**config.mk**
```make
export PLATFORM = sky130hd
export DESIGN_NAME = comparator_pipe_flat
export DESIGN_NICKNAME = d
export VERILOG_FILES = /design/src/rtl/comparator_pipe_if.sv /design/src/rtl/comparator_pipe.sv /design/src/flat_wrapper.sv
export SDC_FILE = /design/constraint.sdc
export NUM_CORES = 1
export LEC_CHECK = 0
export ABC_AREA = 1
export CORE_MARGIN = 4
export CORE_UTILIZATION = 35
export DETAILED_ROUTE_END_ITERATION = 10
export SLEW_MARGIN = 0
export SYNTH_ARGS = -nofsm -noshare
export SYNTH_HDL_FRONTEND = slang
export SYNTH_SLANG_ARGS = --single-unit
```
**constraint.sdc**
```tcl
create_clock -name comparator_pipe_port_clk -period 5.5 [get_ports comparator_pipe_port_clk]
set_clock_uncertainty 0.15 [all_clocks]
set_input_delay 1.375 -clock comparator_pipe_port_clk [delete_from_list [all_inputs] [get_ports comparator_pipe_port_clk]]
set_output_delay 1.375 -clock comparator_pipe_port_clk [all_outputs]
set_load 0.005 [all_outputs]
```
**src/rtl/comparator_pipe_if.sv**
```systemverilog
// comparator_pipe_if: sample inputs (valid/signed/A/B/clr) and registered results (valid/P/chg/cnt_*) of comparator_pipe; slave = DUT side
interface comparator_pipe_if #(
  parameter int WIDTH = 4,
  parameter int CNT_W = 8
);
  logic             comparator_pipe_port_valid;
  logic             comparator_pipe_port_signed;
  logic [WIDTH-1:0] comparator_pipe_port_A;
  logic [WIDTH-1:0] comparator_pipe_port_B;
  logic             comparator_pipe_port_clr;
  logic             comparator_pipe_oport_valid;
  logic [2:0]       comparator_pipe_oport_P;
  logic             comparator_pipe_oport_chg;
  logic [CNT_W-1:0] comparator_pipe_oport_cnt_gt;
  logic [CNT_W-1:0] comparator_pipe_oport_cnt_eq;
  logic [CNT_W-1:0] comparator_pipe_oport_cnt_lt;
  modport master (
    output comparator_pipe_port_valid, comparator_pipe_port_signed,
           comparator_pipe_port_A, comparator_pipe_port_B, comparator_pipe_port_clr,
    input  comparator_pipe_oport_valid, comparator_pipe_oport_P, comparator_pipe_oport_chg,
           comparator_pipe_oport_cnt_gt, comparator_pipe_oport_cnt_eq, comparator_pipe_oport_cnt_lt
  );
  modport slave (
    input  comparator_pipe_port_valid, comparator_pipe_port_signed,
           comparator_pipe_port_A, comparator_pipe_port_B, comparator_pipe_port_clr,
    output comparator_pipe_oport_valid, comparator_pipe_oport_P, comparator_pipe_oport_chg,
           comparator_pipe_oport_cnt_gt, comparator_pipe_oport_cnt_eq, comparator_pipe_oport_cnt_lt
  );
endinterface

```
**src/rtl/comparator_pipe.sv**
```systemverilog
// comparator_pipe: 2-stage signed/unsigned compare with change pulse and saturating counters; ports clk, rst_n (sync, active-low), bus (slave)
module comparator_pipe #(
  parameter int WIDTH = 4,
  parameter int CNT_W = 8
) (
  input  logic            comparator_pipe_port_clk,
  input  logic            comparator_pipe_port_rst_n,
  comparator_pipe_if.slave bus
);
  logic             s1_valid, s1_sgn;
  logic [WIDTH-1:0] s1_a, s1_b, ka, kb;
  logic [2:0]       p, p_q;
  logic             v_q, chg_q, has_prev;
  logic [CNT_W-1:0] cnt [3];
  // flipping the sign bit maps two's-complement order onto unsigned order
  always_comb begin
    ka = {s1_a[WIDTH-1] ^ s1_sgn, s1_a[WIDTH-2:0]};
    kb = {s1_b[WIDTH-1] ^ s1_sgn, s1_b[WIDTH-2:0]};
    p  = {ka > kb, s1_a == s1_b, ka < kb};
  end
  always_ff @(posedge comparator_pipe_port_clk) begin
    s1_valid <= comparator_pipe_port_rst_n && bus.comparator_pipe_port_valid;
    if (comparator_pipe_port_rst_n && bus.comparator_pipe_port_valid) begin
      s1_a   <= bus.comparator_pipe_port_A;
      s1_b   <= bus.comparator_pipe_port_B;
      s1_sgn <= bus.comparator_pipe_port_signed;
    end
  end
  // p_q doubles as the previous-result history; has_prev qualifies it
  always_ff @(posedge comparator_pipe_port_clk) begin
    if (!comparator_pipe_port_rst_n) begin
      v_q      <= 1'b0;
      p_q      <= 3'b000;
      chg_q    <= 1'b0;
      has_prev <= 1'b0;
      for (int i = 0; i < 3; i++) cnt[i] <= '0;
    end else begin
      v_q      <= s1_valid;
      chg_q    <= s1_valid && has_prev && !bus.comparator_pipe_port_clr && p != p_q;
      p_q      <= s1_valid ? p : p_q;
      has_prev <= !bus.comparator_pipe_port_clr && (has_prev || s1_valid);
      for (int i = 0; i < 3; i++)
        cnt[i] <= bus.comparator_pipe_port_clr ? '0 : cnt[i] + CNT_W'(s1_valid && p[i] && cnt[i] != '1);
    end
  end
  assign bus.comparator_pipe_oport_valid  = v_q;
  assign bus.comparator_pipe_oport_P      = p_q;
  assign bus.comparator_pipe_oport_chg    = chg_q;
  assign bus.comparator_pipe_oport_cnt_lt = cnt[0];
  assign bus.comparator_pipe_oport_cnt_eq = cnt[1];
  assign bus.comparator_pipe_oport_cnt_gt = cnt[2];
endmodule

```
**src/flat_wrapper.sv**
```systemverilog
// flat-port wrapper written by rule: the top's interface ports become plain ports
module comparator_pipe_flat 
#(
  parameter int WIDTH = 4,
  parameter int CNT_W = 8
)
  (comparator_pipe_port_clk, comparator_pipe_port_rst_n, bus_comparator_pipe_port_valid, bus_comparator_pipe_port_signed, bus_comparator_pipe_port_A, bus_comparator_pipe_port_B, bus_comparator_pipe_port_clr, bus_comparator_pipe_oport_valid, bus_comparator_pipe_oport_P, bus_comparator_pipe_oport_chg, bus_comparator_pipe_oport_cnt_gt, bus_comparator_pipe_oport_cnt_eq, bus_comparator_pipe_oport_cnt_lt);
  comparator_pipe_if #(.WIDTH(WIDTH), .CNT_W(CNT_W)) bus_i ();
  input  logic comparator_pipe_port_clk;
  input  logic comparator_pipe_port_rst_n;
  input wire logic [$bits(bus_i.comparator_pipe_port_valid)-1:0] bus_comparator_pipe_port_valid;
  input wire logic [$bits(bus_i.comparator_pipe_port_signed)-1:0] bus_comparator_pipe_port_signed;
  input wire logic [$bits(bus_i.comparator_pipe_port_A)-1:0] bus_comparator_pipe_port_A;
  input wire logic [$bits(bus_i.comparator_pipe_port_B)-1:0] bus_comparator_pipe_port_B;
  input wire logic [$bits(bus_i.comparator_pipe_port_clr)-1:0] bus_comparator_pipe_port_clr;
  output wire logic [$bits(bus_i.comparator_pipe_oport_valid)-1:0] bus_comparator_pipe_oport_valid;
  output wire logic [$bits(bus_i.comparator_pipe_oport_P)-1:0] bus_comparator_pipe_oport_P;
  output wire logic [$bits(bus_i.comparator_pipe_oport_chg)-1:0] bus_comparator_pipe_oport_chg;
  output wire logic [$bits(bus_i.comparator_pipe_oport_cnt_gt)-1:0] bus_comparator_pipe_oport_cnt_gt;
  output wire logic [$bits(bus_i.comparator_pipe_oport_cnt_eq)-1:0] bus_comparator_pipe_oport_cnt_eq;
  output wire logic [$bits(bus_i.comparator_pipe_oport_cnt_lt)-1:0] bus_comparator_pipe_oport_cnt_lt;
  assign bus_i.comparator_pipe_port_valid = bus_comparator_pipe_port_valid;
  assign bus_i.comparator_pipe_port_signed = bus_comparator_pipe_port_signed;
  assign bus_i.comparator_pipe_port_A = bus_comparator_pipe_port_A;
  assign bus_i.comparator_pipe_port_B = bus_comparator_pipe_port_B;
  assign bus_i.comparator_pipe_port_clr = bus_comparator_pipe_port_clr;
  assign bus_comparator_pipe_oport_valid = bus_i.comparator_pipe_oport_valid;
  assign bus_comparator_pipe_oport_P = bus_i.comparator_pipe_oport_P;
  assign bus_comparator_pipe_oport_chg = bus_i.comparator_pipe_oport_chg;
  assign bus_comparator_pipe_oport_cnt_gt = bus_i.comparator_pipe_oport_cnt_gt;
  assign bus_comparator_pipe_oport_cnt_eq = bus_i.comparator_pipe_oport_cnt_eq;
  assign bus_comparator_pipe_oport_cnt_lt = bus_i.comparator_pipe_oport_cnt_lt;
  comparator_pipe #(.WIDTH(WIDTH), .CNT_W(CNT_W)) u_core (.comparator_pipe_port_clk(comparator_pipe_port_clk), .comparator_pipe_port_rst_n(comparator_pipe_port_rst_n), .bus(bus_i));
endmodule
```
* After elaboration in Yosys (flattened, before gate mapping)
Memory sizes are Yosys's and may differ from the RTL's.
Cells that the tools add are included.
W data, S select, Z words.
** Storage, ports and cells
- Output and inout port bits :: 29
- Bits in registers :: 16
- Logic and storage cells :: 45
- Memories kept :: 1
- Memory bits (writable) :: 24
- Bits of input ports :: 13
** Memories
- u_core.cnt :: depth 3, width 8, read ports 3, clocked after memory_dff 0, wr ports 3, RTL line comparator_pipe.sv:14 : logic [CNT_W-1:0] cnt [3];
** Cells by class
- Equality and inequality tests :: 5
- Reduce and logical (&&, ||, !) cells :: 13
- Bitwise gates (word level) :: 5
- $lt $le $gt $ge :: 2
- Muxes and demuxes :: 8
- Add/sub/neg operators :: 3
** Operators with widths (count)
- $mux W8 :: 6
- $add A8 B1 Y8 :: 3
- $ne A8 B8 Y1 const B :: 3
- $logic_and A1 B1 Y1 :: 11
- $eq A4 B4 Y1 :: 1
- $gt A4 B4 Y1 :: 1
- $lt A4 B4 Y1 :: 1
- $ne A3 B3 Y1 :: 1
- $or A1 B1 Y1 :: 3
- $mux W1 :: 2
- $xor A1 B1 Y1 :: 2
- $logic_not A1 Y1 :: 1
- $logic_or A1 B1 Y1 :: 1

* Depth between registers and ports, before layout
Gate-level depths: netlist of run 1.
- Word-level depth :: 7
- Gate-level depth with buffers :: 17
- Depth with buffers taken out :: 17

* Worst setup path after synthesis of run 1
No wires, ideal clock.
- Path type :: register -> register
- From :: register u_core.s1_a[1]
- To :: memory u_core.cnt[0][6]
- Arrival :: 2.060 ns
- Slack :: 3.172 ns
- Required time :: 5.233 ns
- Path buffers :: 0
- Stages on the path, launching flop included :: 16
- Clock period less this slack :: 2.328 ns
- Library setup time :: 0.117 ns
- Cells stage by stage :: edfxtp_1 ha_1 nand2_1 nand2_1 nand3_1 nand3_1 nor2_1 o31a_1 ha_1 ha_1 nand2_1 nor2_1 nand2_1 nor2_1 xnor2_1 nor2_1
** RTL lines
- start, declared :: RTL line comparator_pipe.sv:11 : logic [WIDTH-1:0] s1_a, s1_b, ka, kb;
- start signal, assigned :: RTL line comparator_pipe.sv:24 : s1_a <= bus.comparator_pipe_port_A;
- end, declared :: RTL line comparator_pipe.sv:14

==> metrics, run 1 <==
outcome finished, final reports clean; layout cells sized above 1 0.0465; PnR Total Power 0.598 mW; placed cell areas 0.00222 mm^2; Post-synth EDFFs 9; Final Cycle Share 0.583; Synth Instances 211; clock sink count 40; post-route ant nets 0; Max Cap Viol 0; pin slew with the least headroom to its limit 0.674 ns; startpoint class of the critical path primary input; GR Util All Layers 0.122; ys async rst share 0; vias 1,405; flops & latches, synth 40; leakage 0.914 nW; setup TNS 0 ns; total grt overflow 0; largest net degree at the start of global routing 16; crit end category register; unrepaired setup endpoints after global routing no; syn_area_per_cell 8.21 um^2; IO Pins 42; antenna violations before repair 0; Skew-Pair Late Insertion Delay 0.29 ns; # rows 25; Fillers 482; Die Y 78.4 um; Non-Filler Instances 325; Die Width 78.4 um; drt first pass iters 4; Placer Congestion 0.779; 1st-iter DRT viols 79; Layout area overhead 34.9%; Post-CTS Hold Fix Bufs 0; drt total wl 3390 um; number of nets in the layout 279; CTS root buffer clkbuf_8; HP Class register to register; Initial Util 0.364; setup repair bufs after CTS 0; power per cell area 256 mW/mm^2; Min Hold Slack 0.344 ns; post_cts resized 0; Critical Path Fanout Max 15; vias per inst 4.32; Worst EP arrival 3.30 ns; CTS tree yes; clock transition at the registers of the reported paths 0.08 ns; wire per inst 10.4 um; DIE AREA 0.00614 mm^2; n_diodes 0; Ys Warns 0; Top FF cell, synth dfxtp_1; HPWL Detailed 2600 um; fin area 0.00234 mm^2; first-pass GRT wire length 5910 um; VDD IR max 0.000107 V; post-synthesis sequential area ratio 0.514; Mapped Area 0.00173 mm^2; Final Slew Violations 0; vias in the first global route 1,324; min Tclk post-route 3.21 ns; Fmax 312 MHz; Inserted Clock Buffers 5; syn nets 233; worst path required time 5.59 ns; core footprint 0.00475 mm^2; setup violators final 0; most frequent cells in the layout nand2_1 (41), clkdlybuf4s50_1 (41), nor2_1 (35); IO buf count 41; slew margin rel. 0.549; Post-Place Cells 317; CTS H-tree depth 2; CTS max path bufs 2; Crit Path Category primary input to register; final hold vios 0; DRC errors left 0; synth unique cells 22
[through the flow]
stage	utilization	worst slack, ns
6_report	0.492	2.29
5_1_grt	0.492	2.10
4_1_cts	0.492	2.24
3_5_place_dp	0.466	1.93
3_3_place_gp	0.466	1.99
2_1_floorplan	-	3.17
[sequential cells by signal, indices dropped and copies added (netlist names)]
| register | cells |
|---|---|
| u_core.s1_a | 4 |
| u_core.bus.comparator_pipe_oport_chg | 1 |
| u_core.s1_sgn | 1 |
| u_core.has_prev | 1 |
| u_core.bus.comparator_pipe_oport_valid | 1 |
| u_core.bus.comparator_pipe_oport_P | 3 |
| u_core.cnt | 24 |
| u_core.s1_valid | 1 |
| u_core.s1_b | 4 |
[cell type report]
type                            count  area [um^2]  area share
Tap cell                           67         83.8      0.0358
Timing Repair Buffer               41          410       0.175
Clock buffer                        8          121      0.0519
Multi-Input combinational cell    140          723       0.309
Sequential cell                    40          891       0.381
Inverter                           29          109      0.0465
[path summary, 6_finish.rpt]
kind	from	endpoint	slack, ns	cells after the start
min reg2reg	u_core.has_prev	u_core.bus.comparator_pipe_oport_chg	0.34	2
max reg2reg	u_core.s1_b[1]	u_core.cnt[0][6]	2.85	16
max	comparator_pipe_port_rst_n	u_core.cnt[0][12]	2.29	6
min	u_core.has_prev	u_core.bus.comparator_pipe_oport_chg	0.34	2
[worst max-delay path, cell delays in order]
cell             delay, ns
clkdlybuf4s50_1       0.53
inv_1                 0.09
nor2_1                0.53
inv_1                 0.42
a21oi_1               0.23
o21a_1                0.13
[cell families (layout without fill, tap and decap cells)]
group                    count (synthesis)  count (layout)  synth area share
AND/OR/NAND/NOR                        105             105             0.266
flip-flops                              40              40             0.514
buffers and inverters                   31              78            0.0686
AO/OA/AOI/OAI                           24              24            0.0758
adder cells (fa/ha/maj)                  9               9            0.0650
XOR/XNOR                                 2               2            0.0101
[power by group]
group / internal, mW / leakage, nW / switching (mW) / total (mW)
registers: 0.308 / 0.335 / 0.00427 / 0.312
logic: 0.0219 / 0.516 / 0.0233 / 0.0451
clock network: 0.142 / 0.0627 / 0.0994 / 0.241
[per-layer routing]
layer,vias to the layer above,track usage,routed length (um)
met5,-,0,0
met4,0,0.0524,70
met3,5,0.0367,116
met2,26,0.185,1450
met1,604,0.161,1750
li1,770,-,-
[synthesized netlist by cell type, types with 3 or more instances]
cell,count,share of area
dfxtp_1,31,0.36
a21oi_1,15,0.043
nand3_1,10,0.029
nor3_1,6,0.017
edfxtp_1,9,0.16
inv_1,29,0.063
nand4_1,3,0.011
ha_1,9,0.065
o21a_1,3,0.013
nand2_1,41,0.089
nor2_1,35,0.076
o21ai_0,5,0.014
No activity file was read; power rests on OpenSTA's default activity.
==> run 2, diff against run 1 <==
clock period = 3.2 ns   (was 5.5 ns; I/O delays follow)
==> run 2 against run 1 <==
  * Cell area fell by 1.4%
  * Global-route usage is 0.20 points lower
  * Via count increased by 1.5%
  * Combinational power increased by 75%
  * First-iteration DRC count is 43% lower
  * Core utilization decreased by 0.68 points
  * Critical path type is now register to register
  * Sequential power is 72% higher
  * Hold slack worse by 0.023 ns
  * Count of clock-buffer cells in the layout fell by 1
  * Non-clock buffer count is 1 higher
  * Critical path depth grew 9
==> metrics, run 2 (same netlist as run 1, synthesis figures left out) <==
clock transition at the registers of the reported paths 0.07 ns; leakage 0.898 nW; slew margin rel. 0.670; antenna violations before repair 0; core footprint 0.00475 mm^2; startpoint class of the critical path register; layout cells sized above 1 0.0425; power per cell area 405 mW/mm^2; total grt overflow 0; Critical Path Slowest Stage Cell edfxtp_1; fin area 0.00231 mm^2; combinational power share 0.084; switching power total 0.213 mW; IO Pins 42; pre-CTS setup slack 0.648 ns; Critical Path Fanout Max 5; wire per inst 10.3 um; Post-Place Cells 318; CTS H-tree depth 2; Layout area overhead 33.1%; final hold vios 0; first-pass GRT wire length 5920 um; Skew-Pair Late Insertion Delay 0.28 ns; post-route worst setup slack 0.640 ns; DRC errors left 0; clock power share 0.341; ordered cell list for the critical path ha_1 > nand2_1 > nand2_1 > nand3_1 > nand3_1 > nor2_1 > o31a_1 > ha_1 > ha_1 > nand2_1 > nor2_1 > nand2_1 > nor2_1 > xnor2_1 > nor2_1; post-route ant nets 0; Post-CTS Hold Fix Bufs 0; CP max stage delay 0.37 ns; CTS root buffer clkbuf_8; Worst EP arrival 2.57 ns; IO buf count 41; placed cell areas 0.00222 mm^2; Die Y 78.4 um; switching share of power 0.228; setup violators final 0; CTS max path bufs 2; HP Class register to register; vias per inst 4.37; clock sink count 40; n_diodes 0; # rows 25; Layout Utilization 0.485; CTS tree yes; max FFs per register 24; most frequent cells in the layout nand2_1 (41), clkdlybuf4s50_1 (41), nor2_1 (35); outcome finished, final reports clean; worst path required time 3.21 ns; largest register by flop count u_core.cnt; biggest regs u_core.cnt (24), u_core.s1_a (4), u_core.s1_b (4); Non-Filler Instances 326; Min Hold Slack 0.321 ns; sequential share of power 0.574; min Tclk post-route 2.56 ns; Max Cap Viol 0; Final Slew Violations 0; setup repair bufs after CTS 0; Die Width 78.4 um; pin slew with the least headroom to its limit 0.494 ns; Placer Congestion 0.827; Crit Path Category register to register; Fmax 391 MHz; Inserted Clock Buffers 5; crit end category register; unrepaired setup endpoints after global routing no; GR Util All Layers 0.120; drt first pass iters 4; number of nets in the layout 280; DIE AREA 0.00614 mm^2; hold path cells 2; reg2reg path depth 15; largest net degree at the start of global routing 16; setup TNS 0 ns; vias 1,426; HPWL Detailed 2550 um; 1st-iter DRT viols 45; drt total wl 3370 um; VDD IR max 0.000233 V; Final Cycle Share 0.800; vias in the first global route 1,324; Initial Util 0.364; Internal 0.720 mW; post_cts resized 0; PnR Total Power 0.933 mW
-- run 2: area by class of cell --
type / count / area, um^2
inverter: 29 / 109
timing repair buffer: 42 / 418
multi-input combinational: 140 / 723
clock inverter: 1 / 5.00
fill: 479 / 2450
sequential: 40 / 891
tap: 67 / 83.8
clock buffer: 7 / 76.3
-- run 2: path summary, 6_finish.rpt --
path                                 startpoint                                    to  slack [ns]
worst max register to register   u_core.s1_a[1]                      u_core.cnt[0][6]        0.64
worst max-delay path             u_core.s1_a[1]                      u_core.cnt[0][6]        0.64
worst min-delay path            u_core.has_prev  u_core.bus.comparator_pipe_oport_chg        0.32
worst min register to register  u_core.has_prev  u_core.bus.comparator_pipe_oport_chg        0.32
-- run 2: per-layer routing --
metal,vias up,track usage,share of wire
li1,772,-,-
met1,623,0.159,0.50
met2,25,0.188,0.45
met3,6,0.0275,0.031
met4,0,0.0524,0.018
met5,-,0,0
-- run 2: power groups by stage --
stage / Sequential [mW] / Combinational (mW) / Clock, mW
2_1_floorplan: 0.546 / 0.0470 / 0
3_3_place_gp: 0.547 / 0.0798 / 0
3_5_place_dp: 0.548 / 0.0799 / 0
4_1_cts: 0.536 / 0.0801 / 0.333
5_1_grt: 0.537 / 0.0922 / 0.352
6_report: 0.536 / 0.0788 / 0.318
-- run 2: worst max-delay path: cells and delay by family (launching register included) --
family	cells	cell delay [ns]
AND/OR/NAND/NOR	10	1.01
adder cells (fa/ha/maj)	3	0.62
flip-flops	1	0.37
AO/OA/AOI/OAI	1	0.16
XOR/XNOR	1	0.12
